--- src/rtl/spi_mem_arbiter.sv ---
// Two-port transaction arbiter in front of spi_sram_master; grants whole transactions, bursts included.
// Define SPI_MEM_ARB_RR_EN for round-robin on simultaneous requests; otherwise port 0 has fixed priority.
module spi_mem_arbiter #(
  parameter int AW = 24
) (
  input  logic          clk,
  input  logic          arst_n,
  input  logic [AW-1:0] p0_addr,
  input  logic          p0_en,
  input  logic          p0_wr,
  input  logic          p0_rburst,
  input  logic          p0_wburst,
  input  logic [7:0]    p0_wdata,
  output logic          p0_rdy,
  output logic          p0_rdata_load,
  input  logic [AW-1:0] p1_addr,
  input  logic          p1_en,
  input  logic          p1_wr,
  input  logic          p1_rburst,
  input  logic          p1_wburst,
  input  logic [7:0]    p1_wdata,
  output logic          p1_rdy,
  output logic          p1_rdata_load,
  output logic [7:0]    p_rdata,
  output logic [7:0]    p_rdata0,
  output logic [AW-1:0] mem_addr,
  output logic          mem_en,
  output logic          mem_wr,
  output logic          mem_rburst,
  output logic          mem_wburst,
  output logic [7:0]    mem_wdata,
  input  logic          mem_rdy,
  input  logic [7:0]    mem_rdata,
  input  logic [7:0]    mem_rdata0,
  input  logic          mem_rdata_load,
  output logic [1:0]    gnt
);

  typedef enum logic [1:0] {
    IDLE = 2'd0,
    G0   = 2'd1,
    G1   = 2'd2
  } state_t;

  state_t     state_q, state_d;
  logic [1:0] gnt_q, gnt_d;
  logic       complete;
  logic       pick_p1;

`ifdef SPI_MEM_ARB_RR_EN
  logic ptr_q, ptr_d;
  assign pick_p1 = ptr_q;
`else
  assign pick_p1 = 1'b0;
`endif

  // Downstream request mux driven only by the registered grant, so mem_rdy never reaches mem_en.
  always_comb begin
    mem_addr   = '0;
    mem_en     = 1'b0;
    mem_wr     = 1'b0;
    mem_rburst = 1'b0;
    mem_wburst = 1'b0;
    mem_wdata  = '0;
    unique case (gnt_q)
      2'b01: begin
        mem_addr   = p0_addr;
        mem_en     = p0_en;
        mem_wr     = p0_wr;
        mem_rburst = p0_rburst;
        mem_wburst = p0_wburst;
        mem_wdata  = p0_wdata;
      end
      2'b10: begin
        mem_addr   = p1_addr;
        mem_en     = p1_en;
        mem_wr     = p1_wr;
        mem_rburst = p1_rburst;
        mem_wburst = p1_wburst;
        mem_wdata  = p1_wdata;
      end
      default: ;
    endcase
  end

  assign p0_rdy        = mem_rdy & gnt_q[0];
  assign p1_rdy        = mem_rdy & gnt_q[1];
  assign p0_rdata_load = mem_rdata_load & gnt_q[0];
  assign p1_rdata_load = mem_rdata_load & gnt_q[1];
  assign p_rdata       = mem_rdata;
  assign p_rdata0      = mem_rdata0;
  assign gnt           = gnt_q;

  assign complete = mem_en & mem_rdy & ~mem_rburst & ~mem_wburst;

  // Release on completion or abandon; the releasing port always yields to the other or goes idle.
  always_comb begin
    state_d = state_q;
`ifdef SPI_MEM_ARB_RR_EN
    ptr_d   = ptr_q;
`endif
    unique case (state_q)
      IDLE: begin
        if (p0_en && p1_en) state_d = pick_p1 ? G1 : G0;
        else if (p0_en)     state_d = G0;
        else if (p1_en)     state_d = G1;
      end
      G0: begin
        if (complete || !p0_en) begin
          state_d = p1_en ? G1 : IDLE;
`ifdef SPI_MEM_ARB_RR_EN
          ptr_d   = 1'b1;
`endif
        end
      end
      G1: begin
        if (complete || !p1_en) begin
          state_d = p0_en ? G0 : IDLE;
`ifdef SPI_MEM_ARB_RR_EN
          ptr_d   = 1'b0;
`endif
        end
      end
      default: state_d = IDLE;
    endcase
    gnt_d = {state_d == G1, state_d == G0};
  end

  always_ff @(posedge clk or negedge arst_n) begin
    if (!arst_n) begin
      state_q <= IDLE;
      gnt_q   <= 2'b00;
`ifdef SPI_MEM_ARB_RR_EN
      ptr_q   <= 1'b0;
`endif
    end else begin
      state_q <= state_d;
      gnt_q   <= gnt_d;
`ifdef SPI_MEM_ARB_RR_EN
      ptr_q   <= ptr_d;
`endif
    end
  end

endmodule

--- config.mk ---
export PLATFORM = sky130hd
export DESIGN_NAME = spi_mem_arbiter
export DESIGN_NICKNAME = d
export VERILOG_FILES = /design/src/rtl/spi_mem_arbiter.sv
export SDC_FILE = /design/constraint.sdc
export NUM_CORES = 1
export LEC_CHECK = 0
export CORE_ASPECT_RATIO = 0.6
export CORE_MARGIN = 1
export CORE_UTILIZATION = 23
export CTS_CLUSTER_DIAMETER = 80
export DETAILED_ROUTE_END_ITERATION = 10
export GPL_TIMING_DRIVEN = 0
export PLACE_DENSITY_LB_ADDON = 0.3
export SLEW_MARGIN = 20
export SYNTH_ARGS = -nofsm -noshare
export SYNTH_HDL_FRONTEND = slang
export SYNTH_SLANG_ARGS = --single-unit
--- constraint.sdc ---
create_clock -name clk -period 3.9 [get_ports clk]
set_input_delay 0.39 -clock clk [delete_from_list [all_inputs] [get_ports clk]]
set_output_delay 0.39 -clock clk [all_outputs]
set_load 0.005 [all_outputs]
==> flow_summary.ini, run 1 <==
[yosys]
syn_area_um2 = 865.8
ys.flop_type = dfrtp_1
synth_nets = 218
synth.avg_cell_area_um2 = 6.983
synthArstFlopShare_pct = 100.0
syn_inst = 124
yosys_warnings = 0
synth-edff-count = 0
yosysUniqueCellTypes = 20
synth-seq-area-share_pct = 11.56
synth_seq_cells = 4

[sta]
max_slew.worst_pin.slew_ns = 0.4372
period_share_pct = 65.57
setup_tns_ns = 0
hold_violations = 0
slew-limit-headroom_pct = 70.86
rsz0062_at_grt = false
skew_ns = 0.0006982
timing.fmax_mhz = 391.0
setup_violations = 0
period_needed_ns = 2.557
maxSlewViolCount = 0

[worst_setup_path]
crit_path_end_kind = primary output
critPathSlowestCell = clkdlybuf4s50_1
crit_fanout = 10
cp.required_ns = 3.51
critical_path_arrival_ns = 2.17
start_kind = flip-flop
path_cells = inv_1, ha_1, buf_4, clkbuf_1, a22oi_1, nor2_1, clkdlybuf4s50_1
critPathMaxStageDelay_ns = 0.51
critical_path_class = flip-flop to primary output

[finish]
area.growth.synth_to_final_pct = 165.0
final_cells = 305
fin_nets = 356
diodes = 0
drive_gt1_share_pct = 9.615

[global_route]
overflow = 0
grt_usage_pct = 19.31
grtUsageMet3_pct = 3.704
grt_pass1_wl_mm = 6.044
grt_pass1_vias = 1330
grt_max_degree = 11
grt_use_met2_pct = 33.61
grt_use_met1_pct = 24.05
antenna_found_initial = 0
gr-max-usage-layer = met2

[placed_design]
gp_congestion = 0.8107
hpwlAfterDp_mm = 3.391
dp_cells = 302
numPortBuffers = 133

[routing]
dr.pass1.iters = 4
vias_per_cell = 4.593
drc_errors = 0
drt_wl_total_mm = 4.071
antenna_left = 0
vias = 1401
drtIter0Drc = 27
avgRoutedWirePerCell_um = 13.35

[cts]
cts_hold_buf = 0
htreeDepth = 1
cts_tree = built
cts_num_sinks = 4
post_cts_buffers = 0
clock_path_buffers = 2
clock_latency_ns = 0.21
clock-root-buffer = clkbuf_8
cts_resized = 0
clk_pin_slew_worst_paths_ns = 0.03
cts_buffers = 3

[floorplan]
initial_core_util_pct = 25.29
ios = 150
die_w_um = 81.21
die_y_um = 49.53
num_rows = 16
core_area_mm2 = 0.003423
die_area_mm2 = 0.004022

[pwr]
p_leak_nw = 0.9173
power_density_mw_per_mm2 = 227.3
ir_drop_v = 0.0001006

[flow_run]
max-cap-violations = 0

[min_path]
hold_path.class = input port to asynchronous set/reset pin

[run_status]
run_status = complete, no violations
==> per-layer routing <==
| metal | up-vias | wire length, um | share of wire [%] |
|---|---|---|---|
| met5 | - | 0 | 0 |
| met4 | 0 | 22 | 0.54 |
| met3 | 2 | 355 | 8.7 |
| met2 | 69 | 1969 | 48 |
| met1 | 626 | 1724 | 42 |
| li1 | 704 | - | - |
==> state kept, by name, summed over array words and instances (netlist names) <==
| name | count |
|---|---|
| gnt | 2 |
| state_q | 2 |
==> cell type report <==
type                       count  area (um^2)
timing repair buffer         133         1331
multi-input combinational     89        576.8
sequential                     4        100.1
fill                         297         1129
buffer                        28        177.7
inverter                       3        11.26
tap                           45        56.30
clock buffer                   3        41.29
==> worst max-delay path, delay by kind of cell, from the launching register on <==
| family | cells | cell delay [ns] |
|---|---|---|
| buffers and inverters | 4 | 1.14 |
| DFF | 1 | 0.41 |
| AOI/OAI and AO/OA | 1 | 0.16 |
| adders and majority gates | 1 | 0.13 |
| and+or+nand+nor | 1 | 0.11 |
==> synthesized netlist by cell type, types with 2 or more instances <==
library cell | n | share of area, %
a22oi_1 | 34 | 29
a22oi_4 | 2 | 4.9
and2_1 | 4 | 2.9
buf_4 | 17 | 15
clkbuf_1 | 8 | 3.5
dfrtp_1 | 4 | 12
ha_1 | 2 | 2.9
inv_1 | 3 | 1.3
nand2_1 | 2 | 0.87
nand3b_1 | 2 | 1.7
nor2_1 | 36 | 16
o221ai_1 | 2 | 2.0
==> per-stage QoR <==
stage / setup WS, ns / util, % / total power, mW / hold slack [ns] / instance area [um^2]
after floorplan: 2.260 / - / 0.2081 / 0.09441 / 865.8
after global placement: 1.571 / 65.83 / 0.4358 / 0.5694 / 2253
after detailed placement: 1.548 / 65.83 / 0.4408 / 0.5793 / 2253
after CTS: 1.322 / 67.03 / 0.5281 / 0.3771 / 2295
after global routing: 1.149 / 67.03 / 0.5638 / 0.3872 / 2295
final: 1.343 / 67.03 / 0.5216 / 0.3750 / 2295
==> layout by cell type, fill, tap and decap left out <==
cell type,instances
nand2b_1,1
buf_2,1
a211o_1,1
inv_1,3
clkdlybuf4s50_1,133
o221ai_1,2
nor2_1,36
clkbuf_8,3
dfrtp_1,4
nand4b_1,1
clkbuf_1,8
nand2_1,2
a22oi_1,34
nand4b_4,1
nor2b_1,1
buf_4,17
nand3b_1,2
buf_6,1
buf_1,1
and2_1,4
a22oi_4,2
ha_1,2
==> worst paths after layout <==
kind	depth (start not counted)	endpoint	slack (ns)	from
min reg2reg	2	state_q[0]	0.59	state_q[0]
max	7	mem_addr[10]	1.34	gnt[0]
max reg2reg	7	gnt[0]	2.11	gnt[0]
max in group asynchronous	1	gnt[1]	3.37	arst_n
min in group clk	2	state_q[0]	0.59	state_q[0]
min	1	gnt[0]	0.38	arst_n
==> cells by family after synthesis <==
logic type	synth area share [%]
simple gates	26.30
flops	11.56
buf+inv	21.82
compound gates	37.43
fa+ha+maj	2.890
==> where the power goes <==
part,total [mW],switching [mW],internal [mW]
Clock,0.0842,0.0186,0.0655
Combinational,0.384,0.148,0.236
Sequential,0.0534,0.00608,0.0473
Total,0.522,0.173,0.349
No activity file was read; power rests on OpenSTA's default activity.
==> run 2, diff against run 1 <==
--- a/config.mk
+++ b/config.mk
@@ -7,7 +7,7 @@
 export LEC_CHECK = 0
 export CORE_ASPECT_RATIO = 0.6
 export CORE_MARGIN = 1
-export CORE_UTILIZATION = 23
+export CORE_UTILIZATION = 19
 export CTS_CLUSTER_DIAMETER = 80
 export DETAILED_ROUTE_END_ITERATION = 10
 export GPL_TIMING_DRIVEN = 0
==> constraint.sdc (replaced) <==
create_clock -name clk -period 2.2 [get_ports clk]
set_input_delay 0.22 -clock clk [delete_from_list [all_inputs] [get_ports clk]]
set_output_delay 0.22 -clock clk [all_outputs]
set_load 0.005 [all_outputs]
==> run 2 against run 1 <==
Compared with the run above: combinational power increased by 89%; final cell count increased by 5.2%; critical path depth unchanged; critical endpoint is now mem_addr[18]; largest cell class unchanged; clock power increased by 79%; clock skew increased by 0.0019 ns; first-iteration DRC count increased by 63%; sequential share of layout area decreased by 0.13 points.
==> flow_summary.ini, run 2 (synthesis gave the netlist of run 1 again) <==
[run_status]
run_status = complete, no violations

[worst_setup_path]
start_kind = flip-flop
critical_path_class = flip-flop to primary output
cp.required_ns = 1.98
critical_path_arrival_ns = 1.95
crit_path_end_kind = primary output
critPathSlowestCell = clkdlybuf4s50_1
path_cells = inv_1, ha_1, buf_4, clkbuf_4, a22oi_1, nor2_1, clkdlybuf4s50_1
crit_fanout = 10
critPathMaxStageDelay_ns = 0.52

[global_route]
grtUsageMet3_pct = 3.620
grt_use_met2_pct = 25.83
grt_use_met1_pct = 22.23
overflow = 0
grt_max_degree = 11
antenna_found_initial = 0
grt_pass1_wl_mm = 5.927
grt_usage_pct = 16.46
grt_pass1_vias = 1241
gr-max-usage-layer = met2

[routing]
antenna_left = 0
dr.pass1.iters = 4
drt_wl_total_mm = 4.339
drc_errors = 0
avgRoutedWirePerCell_um = 13.52
drtIter0Drc = 44
vias_per_cell = 4.480
vias = 1438

[min_path]
hold_path.class = input port to asynchronous set/reset pin

[sta]
setup_tns_ns = 0
hold_violations = 0
period_share_pct = 98.43
rsz0062_at_grt = true
setup_violations = 0
max_slew.worst_pin.slew_ns = 0.2708
skew_ns = 0.002641
maxSlewViolCount = 0
worst_hold_slack_ns = 0.2036
slew-limit-headroom_pct = 81.91
timing.fmax_mhz = 461.8
period_needed_ns = 2.165

[floorplan]
die_y_um = 54.29
die_area_mm2 = 0.004840
ios = 150
initial_core_util_pct = 20.45
num_rows = 18
core_area_mm2 = 0.004234
die_w_um = 89.15

[pwr]
ir_drop_v = 0.0001612
total_power_uw = 968.0
power_density_mw_per_mm2 = 404.0
p_leak_nw = 1.125

[cts]
clock_path_buffers = 2
htreeDepth = 1
cts_buffers = 3
cts_num_sinks = 4
clock_latency_ns = 0.21
cts_hold_buf = 0
clock-root-buffer = clkbuf_8
cts_tree = built
clk_pin_slew_worst_paths_ns = 0.03

[finish]
final_cell_mix = clkdlybuf4s50_1, nor2_1, a22oi_1
diodes = 0
area.growth.synth_to_final_pct = 176.7
layout_commonest_cell = clkdlybuf4s50_1
drive_gt1_share_pct = 14.56
fin_util_pct = 56.59
design_area_mm2 = 0.002396
fin_nets = 357

[placed_design]
hpwlAfterDp_mm = 3.516
gp_congestion = 0.8634
numPortBuffers = 133
placed_area_mm2 = 0.002272

[flow_run]
max-cap-violations = 0
[run 2: changes by cell type in the layout (fill, tap and decap cells not counted), sizes merged]
| cell | change |
|---|---|
| buf | +7 |
| clkbuf | -6 |
| clkdlybuf4s50 | -10 |
| dlymetal6s2s | +10 |
[run 2: report_power, final]
| part | leakage, nW | switching, mW | total [mW] | internal [mW] |
|---|---|---|---|---|
| clock | 0.0216 | 0.0344 | 0.151 | 0.116 |
| combinational | 1.06 | 0.276 | 0.724 | 0.448 |
| sequential | 0.0483 | 0.00960 | 0.0939 | 0.0843 |
[run 2: final timing paths]
check / depth (start not counted) / start / to / slack (ns)
min in group clk: 2 / state_q[0] / state_q[0] / 0.59
max in group asynchronous: 1 / arst_n / gnt[1] / 1.82
min: 1 / arst_n / state_q[0] / 0.20
max: 7 / gnt[0] / mem_addr[18] / 0.03
min reg2reg: 2 / state_q[0] / state_q[0] / 0.59
max reg2reg: 6 / gnt[1] / gnt[0] / 0.45
[run 2: metrics by stage]
stage | worst slack, ns | std cells
after floorplan | 0.5936 | 124
after global placement | 0.03555 | 317
after detailed placement | -0.001482 | 317
after CTS | -0.0001772 | 321
after global routing | -0.07315 | 321
final | 0.03465 | 321
[run 2: what timing repair did]
item	CTS	global route
hold endpoints to repair	0	0
pin swaps	0	0
resized for setup	17	25
endpoints found under the setup margin	33	33
buffers inserted	1	0
[run 2: area by class of cell]
type / count / area [um^2]
fillers: 374 / 1838
repair buffers: 134 / 1364
multi-input cells: 89 / 581.8
plain buffers: 28 / 221.5
flip-flops and latches: 4 / 101.3
well taps: 60 / 75.07
clock buffers: 3 / 41.29
inverters: 3 / 11.26
[run 2: routing by layer]
layer	up-vias	part of all wire [%]
met2	81	47
li1	705	-
met5	-	0
met1	648	43
met3	4	8.6
met4	0	0.78
[run 2: worst max-delay path, delay by kind of cell, from the launching register on]
family / cells / cell delay, ns
AO/OA/AOI/OAI: 1 / 0.09
adder cells (fa/ha/maj): 1 / 0.13
buffers and inverters: 4 / 1.00
flip-flops: 1 / 0.39
AND/OR/NAND/NOR: 1 / 0.12
